`src/rtl/wb_stream_loader.sv`:
```
// Wishbone boot loader: packs a little-endian byte stream into 32-bit words
// and writes them to consecutive word addresses, with ack timeout and abort.
module wb_stream_loader #(
  parameter int ADDR_WIDTH  = 32,
  parameter int CNT_WIDTH   = 16,
  parameter int ACK_TIMEOUT = 255
) (
  input  logic                  clk_i,
  input  logic                  rst_ni,
  input  logic                  start_i,
  input  logic                  abort_i,
  input  logic [ADDR_WIDTH-1:0] base_addr_i,
  input  logic [CNT_WIDTH-1:0]  word_count_i,
  input  logic [7:0]            byte_i,
  input  logic                  byte_valid_i,
  output logic                  byte_ready_o,
  output logic                  busy_o,
  output logic                  done_o,
  output logic                  error_o,
  output logic [ADDR_WIDTH-1:0] wb_addr_o,
  output logic [31:0]           wb_wdata_o,
  output logic                  wb_wr_en_o,
  output logic [3:0]            wb_byte_en_o,
  output logic                  wb_stb_o,
  output logic                  wb_cyc_o,
  input  logic                  wb_ack_i
);

  localparam int TMO_W = (ACK_TIMEOUT < 2) ? 1 : $clog2(ACK_TIMEOUT + 1);
  localparam logic [TMO_W-1:0] TMO_LAST = TMO_W'(ACK_TIMEOUT - 1);

  typedef enum logic [1:0] {IDLE, COLLECT, WRITE, DONE} state_t;

  state_t                state_q, state_d;
  logic [ADDR_WIDTH-1:0] addr_q, addr_d;
  logic [CNT_WIDTH-1:0]  left_q, left_d;
  logic [31:0]           word_q, word_d;
  logic [31:0]           wdata_q, wdata_d;
  logic [1:0]            idx_q, idx_d;
  logic [TMO_W-1:0]      tmo_q, tmo_d;
  logic                  cyc_q, cyc_d;
  logic                  busy_q, busy_d;
  logic                  done_q, done_d;
  logic                  error_q, error_d;

  assign byte_ready_o = (state_q == COLLECT);

  always_comb begin
    // NOTE: every variable gets its hold value first so no path can infer a latch.
    state_d = state_q;
    addr_d  = addr_q;
    left_d  = left_q;
    word_d  = word_q;
    wdata_d = wdata_q;
    idx_d   = idx_q;
    tmo_d   = tmo_q;
    error_d = error_q;

    if (abort_i) begin
      // Abort beats start, pending bytes and a same-cycle ack alike.
      state_d = IDLE;
      idx_d   = '0;
      word_d  = '0;
    end else begin
      unique case (state_q)
        IDLE: begin
          if (start_i) begin
            addr_d  = {base_addr_i[ADDR_WIDTH-1:2], 2'b00};
            left_d  = word_count_i;
            error_d = 1'b0;
            idx_d   = '0;
            word_d  = '0;
            state_d = (word_count_i != '0) ? COLLECT : DONE;
          end
        end
        COLLECT: begin
          if (byte_valid_i) begin
            word_d[8*idx_q +: 8] = byte_i;
            idx_d = idx_q + 2'd1;
            if (idx_q == 2'd3) begin
              wdata_d = word_d;
              tmo_d   = '0;
              state_d = WRITE;
            end
          end
        end
        WRITE: begin
          if (wb_ack_i) begin
            addr_d  = addr_q + ADDR_WIDTH'(4);
            left_d  = left_q - CNT_WIDTH'(1);
            state_d = (left_q != CNT_WIDTH'(1)) ? COLLECT : DONE;
          end else if (tmo_q == TMO_LAST) begin
            error_d = 1'b1;
            state_d = IDLE;
          end else begin
            tmo_d = tmo_q + TMO_W'(1);
          end
        end
        DONE: state_d = IDLE;
        default: state_d = IDLE;
      endcase
    end

    // Registered outputs are decoded from the state being entered.
    cyc_d  = (state_d == WRITE);
    busy_d = (state_d == COLLECT) || (state_d == WRITE);
    done_d = (state_q == DONE) && !abort_i;
  end

  // NOTE: sequential state uses non-blocking assignments so all registers update together.
  always_ff @(posedge clk_i or negedge rst_ni) begin
    if (!rst_ni) begin
      state_q <= IDLE;
      addr_q  <= '0;
      left_q  <= '0;
      word_q  <= '0;
      wdata_q <= '0;
      idx_q   <= '0;
      tmo_q   <= '0;
      cyc_q   <= 1'b0;
      busy_q  <= 1'b0;
      done_q  <= 1'b0;
      error_q <= 1'b0;
    end else begin
      state_q <= state_d;
      addr_q  <= addr_d;
      left_q  <= left_d;
      word_q  <= word_d;
      wdata_q <= wdata_d;
      idx_q   <= idx_d;
      tmo_q   <= tmo_d;
      cyc_q   <= cyc_d;
      busy_q  <= busy_d;
      done_q  <= done_d;
      error_q <= error_d;
    end
  end

  assign busy_o       = busy_q;
  assign done_o       = done_q;
  assign error_o      = error_q;
  assign wb_addr_o    = addr_q;
  assign wb_wdata_o   = wdata_q;
  assign wb_cyc_o     = cyc_q;
  assign wb_stb_o     = cyc_q;
  assign wb_wr_en_o   = cyc_q;
  assign wb_byte_en_o = {4{cyc_q}};

endmodule

```
`config.mk`:
```
export PLATFORM = sky130hd
export DESIGN_NAME = wb_stream_loader
export DESIGN_NICKNAME = d
export VERILOG_FILES = /design/src/rtl/wb_stream_loader.sv
export SDC_FILE = /design/constraint.sdc
export NUM_CORES = 1
export LEC_CHECK = 0
export BUFFER_PORTS_ARGS = -buffer_cell sky130_fd_sc_hd__buf_2
export CORE_ASPECT_RATIO = 1.2
export CORE_MARGIN = 2
export CORE_UTILIZATION = 60
export CTS_CLUSTER_DIAMETER = 80
export CTS_CLUSTER_SIZE = 28
export DETAILED_ROUTE_END_ITERATION = 8
export PLACE_DENSITY = 0.86
export SLEW_MARGIN = 10
export SYNTH_ARGS = -nofsm -noshare
export SYNTH_HDL_FRONTEND = slang
export SYNTH_SLANG_ARGS = --single-unit
```
`constraint.sdc`:
```
create_clock -name clk_i -period 6.35 [get_ports clk_i]
set_input_delay 1.27 -clock clk_i [delete_from_list [all_inputs] [get_ports clk_i]]
set_output_delay 1.27 -clock clk_i [all_outputs]
set_load 0.05 [all_outputs]
```
Yosys cells after proc, flatten, opt, wreduce, memory -nomap -nowiden
Index checks and enable logic that the tools add are counted. Widths: inputs -> output; s select.

Flip-flop bits (word level): 128. Input port bits: 62. Output and inout port bits: 75. Word-level logic and storage cells: 82.

Add/sub/neg operators: 5. Eq/ne operators: 17. Shift operators: 2. Mux-type cells: 33. Bitwise logic cells: 1. Reductions and logical operators: 13.

Operators by type and width (count): $mux 32 (5); $pmux 32 s2 (2); $neg 5->34 (1); $shift 8x34->32 const A (1); $shiftx 8x34->32 (1); $add 32x3->32 const B (1); $bwmux 32 (1); $mux 16 (2); $mux 8 (4); $pmux 16 s2 (1); $mux 2 (11); $ne 16x1->1 const B (1); $pmux 8 s2 (1); $reduce_bool 16->1 (1); $sub 16x1->16 const B (1); $ne 2x2->1 const B (6); $add 8x1->8 const B (1); $eq 2x2->1 const B (4); $eq 8x8->1 const B (1); $pmux 2 s4 (1); $reduce_and 4->1 (2); $ne 3x3->1 const B (2); $reduce_and 6->1 (1); $reduce_and 5->1 (1); 14 further kinds (18).

Depth between registers and ports, before layout
Depth after elaboration: 7. Mapped depth: 8. Depth with buffers taken out: 8.

Worst setup path after synthesis
OpenSTA, ideal clock, no wires.

Kind: input-to-reg. Start point: input port word_count_i[14]. End point: register busy_q, in the netlist busy_o. Setup time: 63 ps. Data arrival time: 2786 ps. Data required time: 6287 ps. Slack: 3501 ps. Cell stages on the path: 6. Path buffers: 0. Cells stage by stage: or4b_2 > nor3_1 > nand4_1 > a221oi_1 > ha_1 > inv_1.

Cells in the longest elaborated chain, start to end: 7. Elaborated cells between the ends (all ways): 8. Classes of those cells: eq/ne (2); mux (4); reduce/logical (2).

RTL lines: start: declaration (line 13) `input logic [CNT_WIDTH-1:0] word_count_i,`; $reduce_bool 16->1 * (line 73) `state_d = (word_count_i != '0) ? COLLECT : DONE;`; $mux 2 * (line 73); $mux 2 * (line 67) `if (start_i) begin`; $pmux 2 s4 * (line 65) `unique case (state_q)`; $mux 2 * (line 59) `if (abort_i) begin`; named net state_d[1] (line 34) `state_t state_q, state_d;`; $eq 2x1->1 / $eq 2x2->1 (equally long branches) (line 106) `busy_d = (state_d == COLLECT) || (state_d == WRITE);`; $logic_or 1x1->1 * (line 106); named net busy_d (line 42) `logic busy_q, busy_d;`; end signal: assignment (line 133) `busy_q <= busy_d;`; end: declaration (line 42).

The timed path passes the listed nets; every way through them passes the cells marked *. A chain may end at the register's enable or synchronous reset.

Worst setup path in the final report
Start point: input port abort_i. End point: register wdata_q[7], in the netlist wb_wdata_o[7].

Cells in the longest elaborated chain, start to end: 2.

RTL lines: start: declaration (line 11) `input logic abort_i,`; $not 1->1 (no line); $reduce_and 4->1 (no line); end signal: assignment (line 129) `wdata_q <= wdata_d;`; end: declaration (line 38) `logic [31:0] wdata_q, wdata_d;`.

No other way between the ends.

==> out/metrics.yaml <==
power.density_mw_per_mm2: 360.4
arrival_ps: 3460
synth_edf_count: 0
grtUsageTotal_pct: 31.53
synth-seq-area-share_pct: 46.24
die_y_um: 120.8
coreArea_mm2: 0.01104
die_w_um: 101.3
vias: 6495
die_area_mm2: 0.01224
critical_path_class: "input pin to flip-flop"
clock_path_buffers: 2
ys_types: 69
gp_congestion: 0.9279
cts_hold_repair.buffers: 0
drive_above_1_share_pct: 22.55
rrSetupSlack_ps: 3500
pwr-share-comb_pct: 27.9
viasPerCell: 6.696
status: "finished clean"
peakVddDrop_mv: 0.2561
dp_slack_ps: 2816
final_cells: 970
tightest_slew_ps: 957.8
drt_wl_total_um: 18600
clkPwrFrac_pct: 34.1
hold_class: "flip-flop to flip-flop"
nets: 900
htreeDepth: 4
power_leakage_nw: 3.638
synth.yosys.warnings: 0
synth_async_sr_flop_share_pct: 100.0
crit_family: "simple AND/OR/NAND/NOR gates"
drtIter0Drc: 429
timing.fmax_mhz: 314.2
pwr-share-seq_pct: 38.0
setup_violations: 0
grt_first_pass_wirelength_um: 30550
start_util_pct: 61.79
grt_max_degree: 79
post_cts_buffers: 0
slowest_stage: "nand3_2"
drc: 0
ioPinCount: 137
report.final.hold_viol_count: 0
io_buffers: 132
syn_inst: 731
synth_top_flop_cell: "dfrtp_1"
final.setup_skew_ps: 10.05
period_minus_slack_ps: 3183
power.total_mw: 2.885
rsz0062_at_grt: "false"
slew_violations: 0
final.period_utilization_pct: 50.13
layout_setup_ws_ps: 3167
cts_made_buffers: 17
maxSlewHeadroom_pct: 35.47
hpwlAfterDp_um: 12240
place_inst: 939
ant_nets: 0
rows: 42
first_pass_iters: 5
critPathBufInv: 1
clk_latency_ps: 420
wl_per_cell_um: 19.17
critPathMaxStageDelay_ps: 740
syn_avg_cell_area_um2: 9.328
swShare_pct: 38.45
internal-power_mw: 1.775
clock-sinks: 126
netlist_area_mm2: 0.006819
ys_ff_latch: 126
cts_tree: "yes"
tns_ps: 0
cp_max_fo: 37
p_sw_mw: 1.109
cts-root-buf: "clkbuf_16"
cp_cell_sequence: "buf_2 > nor3b_1 > nand3_2 > a221oi_1 > nor2_1"
critPathRequiredTime_ps: 6630
antenna_found_initial: 1
cap_violations: 0
crit_path_end_kind: "flip-flop"
ctsResizeCount: 0
grt_overflow: 0
path_clk_slew_ps: 50
grt_pass1_vias: 6232
diodes: 0
syn2layout_area_growth_pct: 17.36
critPathLaunchType: "input pin"
[registers in the layout, indices dropped and copies added (netlist names)]
name        count
tmo_q           8
word_q         32
done_o          1
busy_o          1
left_q         16
wb_wdata_o     32
idx_q           2
wb_addr_o      30
error_o         1
wb_cyc_o        1
state_q         2
[metal layers]
layer	track usage, %	share of wire [%]	up-vias
met5	0	0.070	-
met4	12.33	2.7	2
met3	7.861	8.6	49
met2	51.82	50	349
met1	39.84	39	3139
li1	-	-	2956
[final cells by class]
cell class | instances | area (um^2)
Clock buffer | 21 | 460.4
Clock inverter | 10 | 138.9
Sequential cell | 126 | 3153
Tap cell | 132 | 165.2
Timing Repair Buffer | 139 | 715.7
Fill cell | 845 | 3033
Inverter | 19 | 71.32
Multi-Input combinational cell | 523 | 3298
[synth_stat cells (11+ instances only)]
library cell	number	area (um^2)
a21oi_1	45	225.2
a221oi_1	33	289.0
a22o_1	32	280.3
and3_1	12	75.07
buf_1	12	45.04
buf_2	20	100.1
buf_4	11	82.58
clkbuf_1	20	75.07
dfrtp_1	126	3153
ha_1	12	150.1
inv_1	15	56.30
nand2_1	40	150.1
nand3_1	22	110.1
nand4_1	21	131.4
nor2_1	102	382.9
nor3_1	17	85.08
nor4_1	19	118.9
o21ai_0	25	125.1
o22ai_1	11	68.82
[power by group through the flow]
stage	Sequential [mW]	Clock (mW)	Combinational [mW]
after floorplan	1.31	0	0.364
after detailed placement	1.10	0	0.796
after global routing	1.11	1.03	0.867
after CTS	1.09	0.988	0.802
final	1.09	0.984	0.806
after global placement	1.08	0	0.774
[stage by stage]
step	utilization (%)	hold WS (ps)	instance area, um^2
2_1_floorplan	-	465.8	6823
3_3_place_gp	67.09	483.0	7403
3_5_place_dp	67.09	483.4	7403
4_1_cts	72.52	501.1	8003
5_1_grt	72.52	512.1	8003
6_report	72.52	502.9	8003
[worst register-to-register path, cell delays in order (launching register included)]
cell      delay [ps]
dfrtp_1          640
nor3b_1          660
nand3_2          740
a221oi_1         580
nor2_1           100
[cells in the final DEF, fill, tap and decap left out, types with 4 or more instances in the layout]
cell type,instances
and4_1,6
ha_1,12
a21oi_1,45
buf_2,131
a2bb2oi_1,9
nand2_1,40
a22o_1,32
nand3_1,22
mux2i_1,4
nor3_1,17
nor4b_1,8
o22a_1,6
buf_4,8
nor4_1,19
nand4_1,21
o22ai_1,11
a311oi_1,7
o21ai_1,4
nor2_1,101
clkbuf_16,17
and3_1,12
a221oi_1,33
a211oi_1,5
nor3b_1,5
dfrtp_1,126
o21ai_0,25
o31ai_1,4
or3_1,6
o211ai_1,5
o21bai_1,4
inv_1,15
[cells by family (layout without fill, tap and decap cells)]
| family | Yosys count | after routing | synth area share [%] |
|---|---|---|---|
| buffers and inverters | 83 | 189 | 5.651 |
| adders and majority gates | 12 | 12 | 2.202 |
| other | 1 | 2 | 0.05499 |
| muxes | 5 | 5 | 0.7340 |
| DFF | 126 | 126 | 46.24 |
| and+or+nand+nor | 289 | 289 | 22.48 |
| AOI/OAI and AO/OA | 215 | 215 | 22.64 |
[path summary, 6_finish.rpt]
path	from	end	cells past startpoint
worst max-delay path	abort_i	wb_wdata_o[7]	5
worst min-delay path	word_q[30]	word_q[30]	1
worst max register to register	state_q[0]	wb_wdata_o[7]	4
worst min register to register	word_q[30]	word_q[30]	1
max in group asynchronous	rst_ni	wb_addr_o[30]	2
min in group asynchronous	rst_ni	wb_wdata_o[20]	1
Note: power is estimated with default switching activity, not from simulation.
